<file path="src/rtl/rf_pkg.sv">
`default_nettype none
// ============================================================================
// Module   : rf_pkg
// Purpose  : Shared types and sizing for the register file and its sequencer.
// Revision : 1.0
// ============================================================================
package rf_pkg;

  localparam int RF_W = 8;
  localparam int RF_D = 4;

  typedef enum logic [2:0] {
    IDLE     = 3'd0,
    RD_A     = 3'd1,
    RD_B     = 3'd2,
    WAIT_RES = 3'd3,
    WB       = 3'd4
  } rps_state_t;

endpackage : rf_pkg
`default_nettype wire

</file>
<file path="src/rtl/reg_port_sequencer.sv">
`default_nettype none
// ============================================================================
// Module   : reg_port_sequencer
// Purpose  : Serialises a two-read / one-write register operation onto a
//            single-port register file around an external execute unit.
// Revision : 1.0
// ============================================================================
module reg_port_sequencer
  import rf_pkg::*;
#(
  parameter int W = RF_W,
  parameter int D = RF_D
) (
  input  logic         CLK,
  input  logic         Reset,
  input  logic         req_valid,
  output logic         req_ready,
  input  logic [D-1:0] req_ra,
  input  logic [D-1:0] req_rb,
  input  logic [D-1:0] req_rd,
  input  logic         req_wb,
  output logic [D-1:0] rf_addr,
  output logic         rf_write_en,
  output logic [W-1:0] rf_data_in,
  input  logic [W-1:0] rf_data_out,
  output logic [W-1:0] op_a,
  output logic [W-1:0] op_b,
  output logic         op_valid,
  input  logic         res_valid,
  input  logic [W-1:0] res_data,
  output logic         done
);

  rps_state_t   r_state;
  rps_state_t   w_next;
  logic [D-1:0] r_ra;
  logic [D-1:0] r_rb;
  logic [D-1:0] r_rd;
  logic         r_wb;
  logic [W-1:0] r_op_a;
  logic [W-1:0] r_op_b;
  logic [W-1:0] r_res;

  always_ff @(posedge CLK) begin
    if (Reset) begin
      r_state <= IDLE;
      r_ra    <= '0;
      r_rb    <= '0;
      r_rd    <= '0;
      r_wb    <= 1'b0;
      r_op_a  <= '0;
      r_op_b  <= '0;
      r_res   <= '0;
    end else begin
      r_state <= w_next;
      case (r_state)
        IDLE: begin
          if (req_valid) begin
            r_ra <= req_ra;
            r_rb <= req_rb;
            r_rd <= req_rd;
            r_wb <= req_wb;
          end
        end
        RD_A:     r_op_a <= rf_data_out;
        RD_B:     r_op_b <= rf_data_out;
        WAIT_RES: begin
          if (res_valid) begin
            r_res <= res_data;
          end
        end
        default: ;
      endcase
    end
  end

  // All port-side controls are pure functions of state.
  always_comb begin
    w_next      = r_state;
    req_ready   = 1'b0;
    rf_addr     = '0;
    rf_write_en = 1'b0;
    op_valid    = 1'b0;
    done        = 1'b0;
    case (r_state)
      IDLE: begin
        req_ready = 1'b1;
        if (req_valid) w_next = RD_A;
      end
      RD_A: begin
        rf_addr = r_ra;
        w_next  = RD_B;
      end
      RD_B: begin
        rf_addr = r_rb;
        w_next  = WAIT_RES;
      end
      WAIT_RES: begin
        rf_addr  = r_rd;
        op_valid = 1'b1;
        if (res_valid) w_next = WB;
      end
      WB: begin
        rf_addr     = r_rd;
        rf_write_en = r_wb;
        done        = 1'b1;
        w_next      = IDLE;
      end
      default: w_next = IDLE;
    endcase
  end

  assign op_a       = r_op_a;
  assign op_b       = r_op_b;
  assign rf_data_in = r_res;

endmodule : reg_port_sequencer
`default_nettype wire

</file>
<file path="config.mk">
export PLATFORM = sky130hd
export DESIGN_NAME = reg_port_sequencer
export DESIGN_NICKNAME = d
export VERILOG_FILES = /design/src/rtl/rf_pkg.sv /design/src/rtl/reg_port_sequencer.sv
export SDC_FILE = /design/constraint.sdc
export NUM_CORES = 1
export LEC_CHECK = 0
export ABC_AREA = 1
export CORE_ASPECT_RATIO = 1.2
export CORE_MARGIN = 4
export CORE_UTILIZATION = 39
export DETAILED_ROUTE_END_ITERATION = 12
export GPL_TIMING_DRIVEN = 1
export HOLD_SLACK_MARGIN = 0.08
export PLACE_DENSITY = 0.75
export SYNTH_ARGS = -nofsm -noshare
export SYNTH_HDL_FRONTEND = slang
export SYNTH_SLANG_ARGS = --single-unit
</file>
<file path="constraint.sdc">
create_clock -name CLK -period 1.2 [get_ports CLK]
set_input_delay 0.24 -clock CLK [delete_from_list [all_inputs] [get_ports CLK]]
set_output_delay 0.24 -clock CLK [all_outputs]
set_load 0.05 [all_outputs]
</file>
After elaboration in Yosys (flattened, before gate mapping)
Cells that the tools add are included.
Word-level totals
  memories: 0
  latch bits: 0
  bits in writable memories: 0
  register bits: 40
  word-level logic and storage cells: 27
  bits in read-only memories: 0
  input port bits: 33
Cells by class
  multiply operators: 0
  shift operators: 0
  reduce and logical (&&, ||, !) cells: 5
  divide/modulo/power cells: 0
  eq/ne operators: 6
  $add $sub $neg: 0
  bitwise gates (word level): 0
  order comparisons: 0
  mux-type cells: 8
Operators by type and width (count)
  3-bit one-hot mux with 4 select lines: 1
  4-bit one-hot mux with 3 select lines: 1
  3-bit by 2-bit == test with 1-bit output (second input constant): 2
  3-bit two-way mux: 2
  2-bit AND reduction: 3
  1-bit two-way mux: 4
  2-bit inequality test (second input constant): 2
  3-bit by 1-bit == test with 1-bit output (second input constant): 1
  3-bit == test (second input constant): 1
  3-bit logical NOT: 1
  2-bit OR reduction: 1

Depth between registers and ports, before layout
  word-level depth: 3
  gate-level depth with buffers: 7
  mapped depth without buffers: 5

Worst setup path before layout
Ideal clock, no wire load.
  path type: reg2out
  start point: reg r_state[2]
  end point: out req_ready
  path buffers: 1
  path slack: -562 ps
  arrival: 1522 ps
  data required time: 960 ps
  stages on the path, launching flop included: 3
  cell sequence: dfxtp_1 buf_6 nor3_1
On the way
  longest elaborated chain between the ends: 2
Ends and longest elaborated chain
  start, declared: RTL line reg_port_sequencer.sv:34  | rps_state_t r_state;
  start signal, assigned: RTL line reg_port_sequencer.sv:55  | r_state <= w_next;
  3-bit logical NOT: RTL line reg_port_sequencer.sv:85  | case (r_state)
  1-bit two-way mux: RTL line reg_port_sequencer.sv:85
  end, declared: RTL line reg_port_sequencer.sv:17  | output logic req_ready,
No other way between the ends.

Final worst setup path
  start point: reg r_state[1]
  end point: out rf_addr[0]
On the way
  longest elaborated chain between the ends: 3
Ends and longest elaborated chain
  3-bit by 2-bit == test with 1-bit output or 3-bit == test (tied branches): RTL line reg_port_sequencer.sv:85
  2-bit OR reduction (no line)
  4-bit one-hot mux with 3 select lines *: RTL line reg_port_sequencer.sv:85
  end, declared: RTL line reg_port_sequencer.sv:22  | output logic [D-1:0] rf_addr,
Every way passes the cells marked *; elsewhere a longest branch is shown, timed or not.

==> metrics.txt <==
clk sink count=40; Std-Cell Rows=26; worst hold slack=0.497 ns; drt pass-1 iters=4; post-synthesis simple-gate area fraction=35.2%; grt ovf=0; P_leak=0.00151 uW; Worst setup EP type=output pin; Worst Path Required=0.96 ns; Initial DRC Count=62; Seq cells post-synth=40; post-route cell area=3390 um2; synth unique cells=22; endpoints failing hold=0; die area=5560 um2; clk root buf=clkbuf_8; failing checks=negative setup slack; number of synthesized flops with an enable pin=0; filler-free cell count of the finished design=382; Worst R2R Start=r_state[0]; hpwl dp=3.62 mm; synth cell count leaders=57 x nand2_1, 47 x nor2_1, 40 x dfxtp_1, 18 x inv_1, 14 x nand3_1; Starting Density=40.5%; part of the cycle the worst path needs=133%; post-route minimum period=1.60 ns; crit-path max cell delay=0.40 ns; CP top delay family=flip-flops; Main synth FF type=dfxtp_1; Post-Synthesis Cells=230; post-synthesis mux area share=0%; Syn. warnings=0; r2r endpoint=r_ra[1]; Fmax=626 MHz; clock skew=0.00345 ns; Tot Pwr=4340 uW; layout cells sized above 1=41.4%; leading area contributor after synthesis=dfxtp_1; maxcap violations=0; Synth Net Count=263; hold path cells=2; Compound-Gate Fraction of Synth Area=8.84%; Core ar.=4260 um2; hold buffers post-CTS=0; placed insts=364; Total Routed Length=5.24 mm; top cell type's share of synthesized area=46.4%; R2R depth=9; Max Root-Sink Buffers=2; Max transition margin=84.5%; final setup margin=-0.397 ns; H-tree levels=2; Layout Nets=358; I/O pins=65; CTS tree=built; post-synthesis async set-or-reset flop share=0%; Mean Syn Cell Area=7.51 um2; min-delay src=rf_data_in[7]; PortBufs=64; HP Class=reg -> reg; Max VDD drop=0.888 mV; kind of critical path=reg -> out; routed vias/inst=4.77; Worst Max-Slew Pin Slew=0.231 ns; Post-Synth XOR/XNOR Area=0%; Synth area leaders=dfxtp_1 46%, nand2_1 12%, nor2_1 10%, nand3_1 4.1%, inv_1 3.9%; detailed-route DRC error count=0; Die Span X=68.7 um; Worst-path clk slew=0.08 ns; top-count cell post-synth=nand2_1; vias in the first global route=1915; critical-path maximum fanout=4; CP arrival=1.36 ns; Worst Hold Path EP=rf_data_in[7]; largest net degree at the start of global routing=16; Post-DP Area=2930 um2; Total GRT Usage=19.9%; Synth Area in Adders=0%; worst skew pair latency=0.29 ns; ANT nets after route=0; Post-Syn Area=1730 um2; via count=1821; worst path cell trace=nand2_4 > o21ai_2 > buf_6 > nand2_4 > nand3_4 > buf_12; final setup vio count=29; outcome=finished, violations left; area grow syn2layout=96.4%; fin util=79.6%; RSZ-0062 raised after global routing=yes; # diodes=0; Slew Viols, Final=0; reg2reg setup slack=-0.30 ns; Num CTS Buffers=5; Buf+Inv Stages, Crit Path=2; antenna violations before repair=0; Worst path most repeated cell=nand2_4; sequential-to-total area share from yosys stat=46.4%; WL/cell=13.7 um; power density over cell area=1280 nW/um2; combinational family with the most area after synthesis=simple AND/OR/NAND/NOR gates; CP max stage cell=dfxtp_4; GP Congestion=0.786; first-pass GRT wire length=8.40 mm; Critical Path Source Type=flip-flop; die height=80.9 um
## registers in the layout (all words and copies together), names as in the netlist
| name | count |
|---|---|
| op_b | 8 |
| op_a | 8 |
| r_wb | 1 |
| r_ra | 4 |
| rf_data_in | 8 |
| r_rb | 4 |
| r_rd | 4 |
| r_state | 3 |
## routing by layer
metal / global-route usage, % / wire length, um / vias up
met3: 5.39 / 376 / 13
met1: 19.9 / 2000 / 840
met2: 37.9 / 2730 / 67
li1: - / - / 901
met4: 7.21 / 135 / 0
met5: 0 / 0 / -
## worst max path at each step
stage / slack [ns] / endpoint / cells past startpoint / startpoint
3_3_place_gp: -0.12 / rf_addr[3] / 7 / r_state[1]
2_1_floorplan: -0.14 / req_ready / 2 / r_state[2]
3_5_place_dp: -0.15 / rf_addr[1] / 7 / r_state[1]
6_report: -0.40 / rf_addr[0] / 6 / r_state[1]
4_1_cts: -0.38 / rf_addr[0] / 7 / r_state[2]
5_1_grt: -0.45 / rf_addr[1] / 7 / r_state[0]
## final cells by class
cell class	count	area, um2
Sequential cell	40	812
Multi-Input combinational cell	159	961
Fill cell	255	871
Clock buffer	5	68.8
Clock inverter	3	42.5
Tap cell	56	70.1
Timing Repair Buffer	98	1340
Inverter	21	93.8
## worst reg2reg max path: cells and delay by family, from the launching register on
kind | cells | cell delay (ns)
flip-flops | 1 | 0.38
buffers and inverters | 5 | 0.63
AND/OR/NAND/NOR | 4 | 0.40
## logic make-up (layout without fill, tap and decap cells)
logic type      count (synthesis)  count (layout)
flops                          40              40
buf+inv                        31             127
simple gates                  133             133
compound gates                 26              26
## stage by stage
step	setup slack (ns)	TNS, ns
3_5_place_dp	-0.152	-2.66
3_3_place_gp	-0.116	-1.96
4_1_cts	-0.384	-6.21
5_1_grt	-0.450	-8.43
2_1_floorplan	-0.140	-0.648
6_report	-0.397	-6.14
## where the power goes
part | total [uW] | internal [uW] | switching, uW
Sequential | 1590 | 1460 | 136
Clock | 1090 | 615 | 474
Combinational | 1660 | 832 | 831
Total | 4340 | 2900 | 1440
## layout by cell type, fill, tap and decap left out, drive strengths merged
master | netlist | layout
clkinvlp | 0 | 1
dfxtp | 40 | 40
clkinv | 0 | 1
inv | 21 | 21
nand3 | 16 | 16
o21ai | 9 | 9
nor3 | 2 | 2
clkdlybuf4s50 | 0 | 32
clkbuf | 2 | 5
a21oi | 17 | 17
bufinv | 0 | 1
nand2 | 66 | 66
buf | 8 | 66
nor2 | 49 | 49
## repair_timing
item,4_1_cts,5_1_grt
gates cloned,4,0
setup endpoints to repair,33,47
setup buffers,5,6
gates resized for setup,50,21
pin swaps,5,9
(Power assumes the default switching activity.)
